$ cat src/rtl/bus_master_if.sv
// Master-side bus interface: turns one core access into one bus transaction.
// Optional ACCESS timeout abort is compiled in with BUS_TIMEOUT_EN.
module bus_master_if #(
   parameter int ADDR_W  = 30,
   parameter int DATA_W  = 32,
   parameter int TIMEOUT = 255
) (
   input  logic              clk,
   input  logic              rst_n,
   input  logic              req,
   input  logic              rw,
   input  logic [ADDR_W-1:0] addr,
   input  logic [DATA_W-1:0] wr_data,
   output logic [DATA_W-1:0] rd_data,
   output logic              done,
   output logic              err,
   output logic              busy,
   output logic              bus_req_,
   input  logic              bus_grnt_,
   output logic [ADDR_W-1:0] bus_addr,
   output logic              bus_as_,
   output logic              bus_rw,
   output logic [DATA_W-1:0] bus_wr_data,
   input  logic [DATA_W-1:0] bus_rd_data,
   input  logic              bus_rdy_
);

   localparam logic [1:0] S_IDLE = 2'd0;
   localparam logic [1:0] S_REQ  = 2'd1;
   localparam logic [1:0] S_ACC  = 2'd2;

   if (TIMEOUT < 2 || TIMEOUT > 65535) begin : g_bad_timeout
      $error("bus_master_if: TIMEOUT out of range 2..65535");
   end

   logic [1:0]        state;
   logic [ADDR_W-1:0] l_addr;
   logic              l_rw;
   logic [DATA_W-1:0] l_wdata;
   logic              tmo;
   logic              finish;

`ifdef BUS_TIMEOUT_EN
   localparam int CW = $clog2(TIMEOUT + 1);
   localparam logic [CW-1:0] T_LAST = CW'(TIMEOUT - 1);

   logic [CW-1:0] cnt;

   assign tmo = (cnt == T_LAST);

   // ACCESS cycle counter: zeroed on entry, counts each ACCESS cycle
   always_ff @(posedge clk) begin
      if (!rst_n)
         cnt <= '0;
      else if (state == S_REQ && !bus_grnt_)
         cnt <= '0;
      else if (state == S_ACC && !finish)
         cnt <= cnt + 1'b1;
   end

   // abort flag: pulses with done when the slave never answered
   always_ff @(posedge clk) begin
      if (!rst_n)
         err <= 1'b0;
      else
         err <= (state == S_ACC) && bus_rdy_ && tmo;
   end
`else
   assign tmo = 1'b0;
   assign err = 1'b0;
`endif

   // ACCESS ends on slave ready, or on timeout when enabled
   assign finish = !bus_rdy_ || tmo;

   // transaction FSM and all registered bus/core outputs
   always_ff @(posedge clk) begin
      if (!rst_n) begin
         state       <= S_IDLE;
         l_addr      <= '0;
         l_rw        <= 1'b1;
         l_wdata     <= '0;
         rd_data     <= '0;
         done        <= 1'b0;
         busy        <= 1'b0;
         bus_req_    <= 1'b1;
         bus_as_     <= 1'b1;
         bus_rw      <= 1'b1;
         bus_addr    <= '0;
         bus_wr_data <= '0;
      end else begin
         done <= 1'b0;
         case (state)
            S_IDLE: begin
               if (req) begin
                  l_addr   <= addr;
                  l_rw     <= rw;
                  l_wdata  <= wr_data;
                  bus_req_ <= 1'b0;
                  busy     <= 1'b1;
                  state    <= S_REQ;
               end
            end
            S_REQ: begin
               if (!bus_grnt_) begin
                  bus_addr    <= l_addr;
                  bus_rw      <= l_rw;
                  bus_wr_data <= l_rw ? '0 : l_wdata;
                  bus_as_     <= 1'b0;
                  state       <= S_ACC;
               end
            end
            S_ACC: begin
               if (finish) begin
                  if (!bus_rdy_ && l_rw)
                     rd_data <= bus_rd_data;
                  done        <= 1'b1;
                  busy        <= 1'b0;
                  bus_req_    <= 1'b1;
                  bus_as_     <= 1'b1;
                  bus_rw      <= 1'b1;
                  bus_addr    <= '0;
                  bus_wr_data <= '0;
                  state       <= S_IDLE;
               end
            end
            default: begin
               busy        <= 1'b0;
               bus_req_    <= 1'b1;
               bus_as_     <= 1'b1;
               bus_rw      <= 1'b1;
               bus_addr    <= '0;
               bus_wr_data <= '0;
               state       <= S_IDLE;
            end
         endcase
      end
   end

endmodule

$ cat config.mk
export PLATFORM = sky130hd
export DESIGN_NAME = bus_master_if
export DESIGN_NICKNAME = d
export VERILOG_FILES = /design/src/rtl/bus_master_if.sv
export SDC_FILE = /design/constraint.sdc
export NUM_CORES = 1
export LEC_CHECK = 0
export ABC_CLOCK_PERIOD_IN_PS = 1600
export BUFFER_PORTS_ARGS = -buffer_cell sky130_fd_sc_hd__buf_2
export CAP_MARGIN = 20
export CELL_PAD_IN_SITES_DETAIL_PLACEMENT = 0
export CELL_PAD_IN_SITES_GLOBAL_PLACEMENT = 1
export CORE_MARGIN = 1.5
export CORE_UTILIZATION = 37
export DETAILED_ROUTE_END_ITERATION = 10
export PLACE_DENSITY_LB_ADDON = 0.1
export RECOVER_POWER = 100
export SLEW_MARGIN = 10
export SYNTH_ARGS = -nofsm -noshare
export SYNTH_HDL_FRONTEND = slang
export SYNTH_SLANG_ARGS = --single-unit
$ cat constraint.sdc
create_clock -name clk -period 1.6 [get_ports clk]
set_clock_uncertainty 0.05 [all_clocks]
set_input_delay 0.16 -clock clk [delete_from_list [all_inputs] [get_ports clk]]
set_output_delay 0.16 -clock clk [all_outputs]
set_load 0.02 [all_outputs]
# Yosys cells after proc, flatten, opt, wreduce, memory -nomap -nowiden
# Index checks and enable logic that the tools add are counted.
# word_totals
reg_bits	164
out_inout_bits	100
input_bits	100
word_cells	51
# op_classes
eq_ne	5
reduce_logical	9
n_bitwise	3
mux	22
# op_table
op	count
$mux 32	3
$pmux 32 s3	1
$pmux 30 s3	1
$mux 30	2
$pmux 1 s3	4
$reduce_and 3->1	4
$mux 1	7
$mux 2	3
$ne 2x2->1 const B	3
$pmux 2 s3	1
$reduce_and 2->1	2
$not 1->1	3
$eq 2x1->1 const B	1
$eq 2x2->1 const B	1
$logic_not 2->1	1
$logic_and 1x1->1	1
$logic_not 1->1	1

# Logic depth before layout (Yosys ltp)
# Gate-level depths: netlist of the first run.
# depth
depth_word	3
mapped_depth	6
depth_no_buf	3

# Worst setup path before layout of the first run
# No wires, ideal clock.
# synth_path
path_type	register -> register
from	reg state[1]
to	reg l_rw
t_required_ns	1.414
stages_incl_launch_ff	7
synth_period_minus_slack_ns	1.375
path_slack_ns	0.225
t_arrival_ns	1.189
n_path_buf	3
setup_ns	0.136
path_cell_list	dfxtp_1 > buf_6 > or3b_1 > buf_6 > buf_6 > nand2_1 > nand3_1
# synth_between
elab_chain_len	2
# synth_lines
element	line	rtl
from (decl)	36	logic [1:0] state;
from (signal assigned)	79	state <= S_IDLE;
from (signal assigned)	101	state <= S_REQ;
from (signal assigned)	110	state <= S_ACC;
$logic_not 2->1	93	case (state)
$reduce_and 2->1 (no line)	--	
to (signal assigned)	97	l_rw <= rw;
to (decl)	38	logic l_rw;
# Every way passes these cells.
# A chain may end at the register's enable or synchronous reset.

# Worst setup path after layout of the first run
# layout_path
from	reg state[0]
to	reg l_wdata[19]
# layout_between
elab_chain_len	2
# layout_lines
element	line	rtl
$logic_not 2->1	93	
$reduce_and 2->1 (no line)	--	
to (signal assigned)	98	l_wdata <= wr_data;
to (decl)	39	logic [DATA_W-1:0] l_wdata;
# Every way passes these cells.

==> flow_metrics.tcl, run 1 <==
set metrics [dict create \
    cts_max_level 4 \
    ff2ff_path_depth 4 \
    dp_cells 1095 \
    muxShareOfSynthArea 0.101 \
    yosys.area.top_type_share 0.520 \
    routed-via-count 5552 \
    crit_path_max_fanout 45 \
    nFillCells 1591 \
    cts_sinks 164 \
    ys_warn_count 0 \
    synth_top_family_by_area "simple AND/OR/NAND/NOR gates" \
    start_kind "flop" \
    end_kind "flop" \
    seqPwrFrac 0.446 \
    synth-seq-cells 164 \
    holdPathEnd "state[0]" \
    synth-simple-area-share 0.213 \
    hp-start "req" \
    netlist.top_cell.by_area "dfxtp_1" \
    critPathRequiredTime_ns 1.85 \
    grt_setup_unrepaired "false" \
    finalWeightedCongestion 0.738 \
    crit_path_start "state[0]" \
    synth_compound_area_frac 0.106 \
    avgSynthCellArea_um2 8.74 \
    wl_met3_um 868 \
    cts_tree "done" \
    synthCells 722 \
    setup_viol 0 \
    final_antenna_net_count 0 \
    antenna_found_initial 0 \
    syn_nets 822 \
    grt_pass1_wl_mm 25.9 \
    fin_util 0.540 \
    stdcell_area_um2 8990 \
    r2r_slack_ns 0.11 \
    via_per_inst 4.52 \
    synth.cell_area_um2 6310 \
    clkPwrFrac 0.454 \
    n_antenna_cell 0 \
    layout-drive-gt1-share 0.153 \
    wl_per_cell_um 13.2 \
    cts_buffers 17 \
    synth_xor_area_frac 0 \
    comb_power_share 0.100 \
    path_class "reg -> reg" \
    p_total_mw 9.60 \
    ys_types 27 \
    swShare 0.233 \
    die_y_um 134 \
    drt_first_pass_iters 4 \
    die_w_um 134 \
    status "finished, final reports clean" \
    p_int_mw 7.37 \
    cts.clk_slew.worst_paths_ns 0.06 \
    total_leakage_power_nw 3.74 \
    r2r-start "state[0]" \
    p_sw_mw 2.23 \
    start_util 0.379 \
    design.die.area_um2 17900 \
    ir_drop_uv 696 \
    placed_area_um2 7440 \
    routed_wl_mm 16.2 \
    fmax_mhz 671 \
    first_iter_violations 239 \
    grt_pass1_vias 5355 \
    io_pins 200 \
    slew_violations 0 \
    period_share 0.931 \
    fin_crit_ns 1.49 \
    synth_edf_count 0 \
    overflow 0 \
    final_cell_mix "nand2_1 (283), dfxtp_1 (164), clkbuf_1 (99)" \
    highest_layer "met4" \
    insertion_delay_ns 0.42 \
    timing.rr.end "l_wdata[19]" \
    drc 0 \
    grt_max_degree 75 \
    fin_tns_setup_ns 0 \
    clk_path_buf_depth 2 \
    wl_met1_mm 7.22 \
    cap_violations 0 \
    wl_met2_mm 7.82 \
    min_path_type "in -> reg" \
    num_rows 47 \
    core_area_um2 16600 \
    whs_path_depth 3 \
    nets 1095 \
    io_buffers 198 \
    grt_usage 0.181 \
    stdcell_count 1228 \
    dp_hpwl_mm 9.82 \
    cts_root_buf "clkbuf_16" \
    synth_area_leaders "dfxtp_1 (52%), nand2_1 (17%), mux2i_1 (10%), a21boi_1 (7.1%), buf_6 (2.9%)" \
    p_per_area_nw_per_um2 1070 \
    area_delta_synth_final_pct 42.4 \
    seq_area_frac_synth 0.520 \
    synth_ff_type "dfxtp_1" \
    worstPathArrival_ns 1.74 \
    synthArstFlopShare 0 \
    final_common_cell "nand2_1" \
    finalHoldViolations 0 \
    synthAdderAreaFrac 0 \
]
[synthesized netlist by cell type (2+ instances only)]
cell,n
buf_6,16
nand3_1,33
mux2i_1,64
dfxtp_1,164
a21oi_1,4
and4bb_2,2
nand2b_1,3
buf_1,3
o21ai_0,34
clkbuf_1,21
a21boi_1,60
a21boi_0,3
nand2_1,283
buf_2,17
nor2_1,3
[power groups by stage]
stage,Combinational (mW),Sequential [mW],Clock [mW]
2_1_floorplan,0.493,4.39,0
3_3_place_gp,0.759,4.37,0
3_5_place_dp,0.769,4.37,0
4_1_cts,0.955,4.28,4.47
5_1_grt,1.05,4.30,4.68
6_report,0.956,4.28,4.36
[how the worst max path moves through the flow]
| stage | endpoint | slack (ns) | depth (start not counted) |
|---|---|---|---|
| after floorplan | l_rw | 0.22 | 6 |
| after global placement | l_rw | 0.16 | 4 |
| after detailed placement | bus_wr_data[28] | 0.1 | 4 |
| after CTS | bus_wr_data[28] | 0.09 | 4 |
| after global routing | l_wdata[17] | 0.01 | 4 |
| final | l_wdata[19] | 0.11 | 4 |
[flip-flops by register name, indices dropped and copies added (netlist names)]
name and flops:
bus_addr 30, state 2, bus_rw 1, bus_as_ 1, busy 1, bus_wr_data 32, bus_req_ 1, l_wdata 32
done 1, l_addr 30, l_rw 1, rd_data 32
[stage by stage]
step,worst slack [ns],hold slack [ns]
after floorplan,0.225,0.188
after global placement,0.157,0.324
after detailed placement,0.0954,0.330
after CTS,0.0908,0.0173
after global routing,0.0134,0.0387
final,0.110,0.0386
[area by class of cell]
| class | instances | area (µm²) | area share |
|---|---|---|---|
| Sequential cell | 164 | 3280 | 0.365 |
| Multi-Input combinational cell | 498 | 2680 | 0.298 |
| Timing Repair Buffer | 313 | 2110 | 0.235 |
| Clock buffer | 18 | 439 | 0.0489 |
| Tap cell | 220 | 275 | 0.0306 |
| Clock inverter | 14 | 203 | 0.0225 |
| Inverter | 1 | 3.75 | 0.000418 |
[critical path: stages, from the launching register on]
cell and delay, ns:
dfxtp_1 0.39, or3b_2 0.49, buf_6 0.23, nand2_1 0.11
a21boi_0 0.08
[what timing repair did]
action	4_1_cts	5_1_grt
gates resized for setup	0	6
buffers inserted	0	1
hold endpoints to repair	99	0
setup endpoints to repair	0	15
hold buffers	98	0
[logic make-up after synthesis]
family	after synthesis
multiplexers	64
other	1
AND/OR/NAND/NOR	331
flip-flops	164
buffers and inverters	60
AO/OA/AOI/OAI	102
[routing by layer]
layer	up-vias	global-route usage
li1	2890	-
met1	2502	0.214
met2	138	0.317
met3	22	0.0468
met4	0	0.0634
met5	-	0
Note: power is estimated with default switching activity, not from simulation.
==> inputs of run 2 (changes only) <==
- ABC_CLOCK_PERIOD_IN_PS: 1600 -> 1380
- clock period: 1.6 -> 1.38 ns (I/O delays scaled with it)
==> run 2 against run 1 <==
  * Sequential power increased by 16%
  * First-iteration DRC count shrank 15%
  * Register-to-register slack worse by 0.09 ns
  * Clock power rose by 14%
  * Clock-buffer cell count unchanged
  * Final area up 6.8%
  * Utilization increased by 3.6 points
  * Global-route usage rose by 1.1 points
  * Sequential cell count unchanged
  * Cell count up 1.9%
  * Worst hold slack gained 0.085 ns
  * Routed wire length rose by 12%
  * Highest routed layer unchanged
==> flow_metrics.tcl, run 2 (synthesized netlist as in run 1, its figures left out) <==
set metrics [dict create \
    final_antenna_net_count 0 \
    fmax_mhz 730 \
    clkPwrFrac 0.437 \
    antenna_found_initial 0 \
    cts_buffers 17 \
    whs_path_depth 3 \
    cts_tree "done" \
    seqPwrFrac 0.438 \
    slew_violations 0 \
    final_cell_mix "nand2_1 (276), buf_2 (197), dfxtp_1 (162)" \
    cts.clk_slew.worst_paths_ns 0.06 \
    path_class "in -> reg" \
    io_pins 200 \
    routed_wl_mm 18.2 \
    critPathBufInv 4 \
    crit_path_max_fanout 6 \
    cts_sinks 164 \
    die_w_um 134 \
    grt_setup_unrepaired "true" \
    cp.depth 7 \
    p_total_mw 11.3 \
    stdcell_area_um2 9600 \
    total_leakage_power_nw 4.43 \
    grt_pass1_vias 5530 \
    swShare 0.244 \
    dp_slack_ns -0.0687 \
    nets 1118 \
    p_int_mw 8.56 \
    grt_max_degree 92 \
    p_per_area_nw_per_um2 1180 \
    cpLargestDelayFamily "buffers and inverters" \
    ff2ff_path_depth 5 \
    reg.largest.list "bus_wr_data (32), l_wdata (32), rd_data (32)" \
    insertion_delay_ns 0.42 \
    cap_violations 0 \
    drt_first_pass_iters 4 \
    drc 0 \
    finalHoldViolations 0 \
    p_sw_mw 2.76 \
    placed_area_um2 7510 \
    io_buffers 198 \
    wl_per_cell_um 14.5 \
    overflow 0 \
    fin_crit_ns 1.37 \
    design.die.area_um2 17900 \
    setup_slack_ns 0.00970 \
    via_per_inst 4.61 \
    comb_power_share 0.125 \
    layout-drive-gt1-share 0.279 \
    die_y_um 134 \
    critical-path-max-stage-delay_ns 0.53 \
    core_area_um2 16600 \
    end_kind "flop" \
    cts_max_level 4 \
    num_rows 47 \
    area_delta_synth_final_pct 52.0 \
    worstPathArrival_ns 1.66 \
    status "finished, final reports clean" \
    start_kind "input port" \
    final_common_cell "nand2_1" \
    critPathRequiredTime_ns 1.67 \
    first_iter_violations 202 \
    ir_drop_uv 930 \
    start_util 0.379 \
    holdWs_ns 0.124 \
    finalWeightedCongestion 0.706 \
    dp_hpwl_mm 10.2 \
    period_share 0.993 \
    clk_path_buf_depth 2 \
    routed-via-count 5772 \
    setup_viol 0 \
    min_path_type "in -> reg" \
    path_cells "dlygate4sd3_1 -> buf_2 -> nand2b_4 -> a21boi_4 -> buf_6 -> clkbuf_16 -> mux2i_1" \
    cts_root_buf "clkbuf_16" \
    grt_usage 0.191 \
    grt_pass1_wl_mm 27.0 \
    n_antenna_cell 0 \
    cp_slowest_cell "dlygate4sd3_1" \
]
run 2: what timing repair did:
| item | CTS | global route |
|---|---|---|
| gates resized for setup | 11 | 26 |
| pin swaps | 2 | 2 |
| cloned | 4 | 9 |
| setup endpoints to repair | 119 | 131 |
| hold buffers | 98 | 0 |
| endpoints found under the hold margin | 97 | 0 |
| buffers inserted | 3 | 5 |
run 2: per-layer routing:
metal,up-vias,share of wire,GRT usage
met2,151,0.49,0.335
met5,-,0,0
li1,2930,-,-
met1,2670,0.44,0.225
met4,0,0.014,0.0586
met3,21,0.059,0.0578
run 2: stage by stage:
step / instances / utilization / TNS, ns
after floorplan: 722 / - / 0
after global placement: 1100 / 0.451 / -0.102
final: 1251 / 0.577 / 0
after global routing: 1251 / 0.577 / -1.28
after detailed placement: 1100 / 0.451 / -3.55
after CTS: 1237 / 0.557 / -0.00889
run 2: power by group through the flow:
stage                     sequential, mW  combinational, mW  clock (mW)
after floorplan                     5.09              0.571           0
after global placement              5.06              0.904           0
after detailed placement            5.07              0.920           0
after CTS                           4.96               1.26        5.05
after global routing                4.98               1.52        5.26
final                               4.96               1.41        4.95
run 2: worst paths after layout:
check | startpoint | endpoint | slack (ns)
worst max-delay path | bus_grnt_ | bus_addr[4] | 0.01
worst min-delay path | rst_n | bus_req_ | 0.12
worst max register to register | state[0] | bus_addr[4] | 0.02
worst min register to register | l_addr[0] | bus_addr[0] | 0.40
run 2: worst min-delay path: stages:
cell,delay (ns)
buf_4,0.15
buf_12,0.18
o21ai_0,0.08
run 2: final cells by class:
class	count	area (µm²)
clock buffers	18	439
multi-input cells	498	2720
fillers	1540	7050
well taps	220	275
clock inverters	14	175
flip-flops and latches	164	3290
repair buffers	336	2700
inverters	1	3.75
==> inputs of run 3 (changes only) <==
- CELL_PAD_IN_SITES_DETAIL_PLACEMENT: 0 -> default
- CELL_PAD_IN_SITES_GLOBAL_PLACEMENT: 1 -> default
- CORE_UTILIZATION: 37 -> 40
- PLACE_DENSITY: default -> 0.65
- PLACE_DENSITY_LB_ADDON: 0.1 -> default
==> run 3 against run 2 <==
  * The flow now finishes with violations (negative setup slack)
  * Sequential cell count stayed put
  * Critical path depth did not move
  * Sequential share of layout area decreased by 1.5 points
  * Non-clock buffer count is 5 higher
  * Worst setup slack got worse by 0.091 ns
  * Largest cell class unchanged
  * Largest power group unchanged
  * Highest routed layer unchanged
==> flow_metrics.tcl, run 3 (synthesized netlist as in run 1, its figures left out) <==
set metrics [dict create \
    status "complete, but fails checks" \
    violations "negative setup slack" \
    cts_root_buf "clkbuf_16" \
    fin_crit_ns 1.46 \
    num_rows 45 \
    finalWeightedCongestion 0.724 \
    drc 0 \
    cp_slowest_cell "dfxtp_4" \
    path_common_cell "buf_6" \
    min_path_type "in -> reg" \
    io_buffers 198 \
    antenna_found_initial 1 \
    p_per_area_nw_per_um2 1120 \
    routed-via-count 5912 \
    grt_pass1_wl_mm 26.2 \
    fmax_mhz 684 \
    final_common_cell "nand2_1" \
    insertion_delay_ns 0.41 \
    drt_first_pass_iters 4 \
    area_delta_synth_final_pct 58.8 \
    wl_per_cell_um 15.3 \
    multi_input_area_um2 3060 \
    nFillCells 1238 \
    via_per_inst 4.75 \
    first_iter_violations 215 \
    dp_cells 1097 \
    io_pins 200 \
    path_class "reg -> reg" \
    grt_setup_unrepaired "true" \
    path_cells "buf_6 -> nor3b_4 -> buf_6 -> clkbuf_16 -> buf_16 -> nand2_1 -> a21boi_1" \
    dp_hpwl_mm 9.66 \
    clk_path_buf_depth 2 \
    cts.clk_slew.worst_paths_ns 0.06 \
    grt_pass1_vias 5454 \
    nets 1123 \
    finalHoldViolations 0 \
    total_leakage_power_nw 4.67 \
    end_kind "flop" \
    core_area_um2 15300 \
    design.die.area_um2 16500 \
    cts_sinks 164 \
    dp_slack_ns -0.0509 \
    die_y_um 129 \
    grt_usage 0.201 \
    reg.largest.list "bus_wr_data (32), l_wdata (32), rd_data (32)" \
    stdcell_count 1245 \
    die_w_um 129 \
    layout-drive-gt1-share 0.330 \
    cap_violations 0 \
    final_antenna_net_count 0 \
    critPathRequiredTime_ns 1.66 \
    critPathBufInv 4 \
    cpLargestDelayFamily "buffers and inverters" \
    ir_drop_uv 857 \
    final_cell_mix "nand2_1 (242), buf_2 (196), dfxtp_1 (162)" \
    crit_path_max_fanout 6 \
    setup_viol 57 \
    cts_buffers 17 \
    slew_violations 0 \
    grt_max_degree 82 \
    routed_wl_mm 19.1 \
    overflow 0 \
    worstPathArrival_ns 1.74 \
    start_kind "flop" \
    cts_max_level 4 \
    seq_area_um2 3290 \
    setup_slack_ns -0.0812 \
    start_util 0.412 \
    critical-path-max-stage-delay_ns 0.37 \
    period_share 1.06 \
    cts_tree "done" \
]
run 3: per-layer routing:
layer / vias to the layer above / routed length [µm] / track usage
met5: - / 0 / 0
li1: 2951 / - / -
met3: 22 / 987 / 0.0503
met1: 2742 / 8490 / 0.256
met2: 197 / 9300 / 0.328
met4: 0 / 278 / 0.0826
run 3: where the power goes:
part	internal, mW	switching [mW]
clock network	2.93	1.78
registers	4.89	0.0794
logic	0.853	0.749
run 3: worst register-to-register path, cell delays in order, from the launching register on:
cell,delay [ns]
dfxtp_4,0.37
buf_6,0.13
nor3b_4,0.18
buf_6,0.15
clkbuf_16,0.16
buf_16,0.13
nand2_1,0.07
a21boi_1,0.15
run 3: through the flow:
| stage | utilization | setup TNS (ns) | power [mW] | hold WS [ns] | instance area, µm² |
|---|---|---|---|---|---|
| finish | 0.655 | -1.59 | 11.3 | 0.0253 | 10000 |
| CTS | 0.601 | -0.00202 | 11.0 | 0.00199 | 9210 |
| floorplan | - | 0 | 5.66 | 0.166 | 6310 |
| global placement | 0.495 | -0.0171 | 6.02 | 0.305 | 7570 |
| detailed placement | 0.495 | -0.422 | 6.03 | 0.309 | 7570 |
| global route | 0.655 | -5.76 | 11.7 | 0.0640 | 10000 |
run 3: path summary, 6_finish.rpt:
kind,from,depth (start not counted),end,slack (ns)
worst max-delay path,state[0],7,l_wdata[9],-0.08
worst min-delay path,req,3,state[0],0.03
worst max register to register,state[0],7,l_wdata[9],-0.08
worst min register to register,l_addr[2],2,l_addr[2],0.40
run 3: layout make-up:
type,count,area share
antenna,1,0.000250
multi-input combinational,498,0.305
clock inverter,3,0.00674
inverter,1,0.000374
timing repair buffer,341,0.281
clock buffer,26,0.0518
tap,211,0.0263
sequential,164,0.328
run 3: what timing repair did:
item	4_1_cts	5_1_grt
gates resized for setup	5	118
pin swaps	1	73
gates cloned	1	15
setup endpoints to repair	44	147
setup buffers	1	1
hold buffers	100	1
endpoints found under the hold margin	100	1
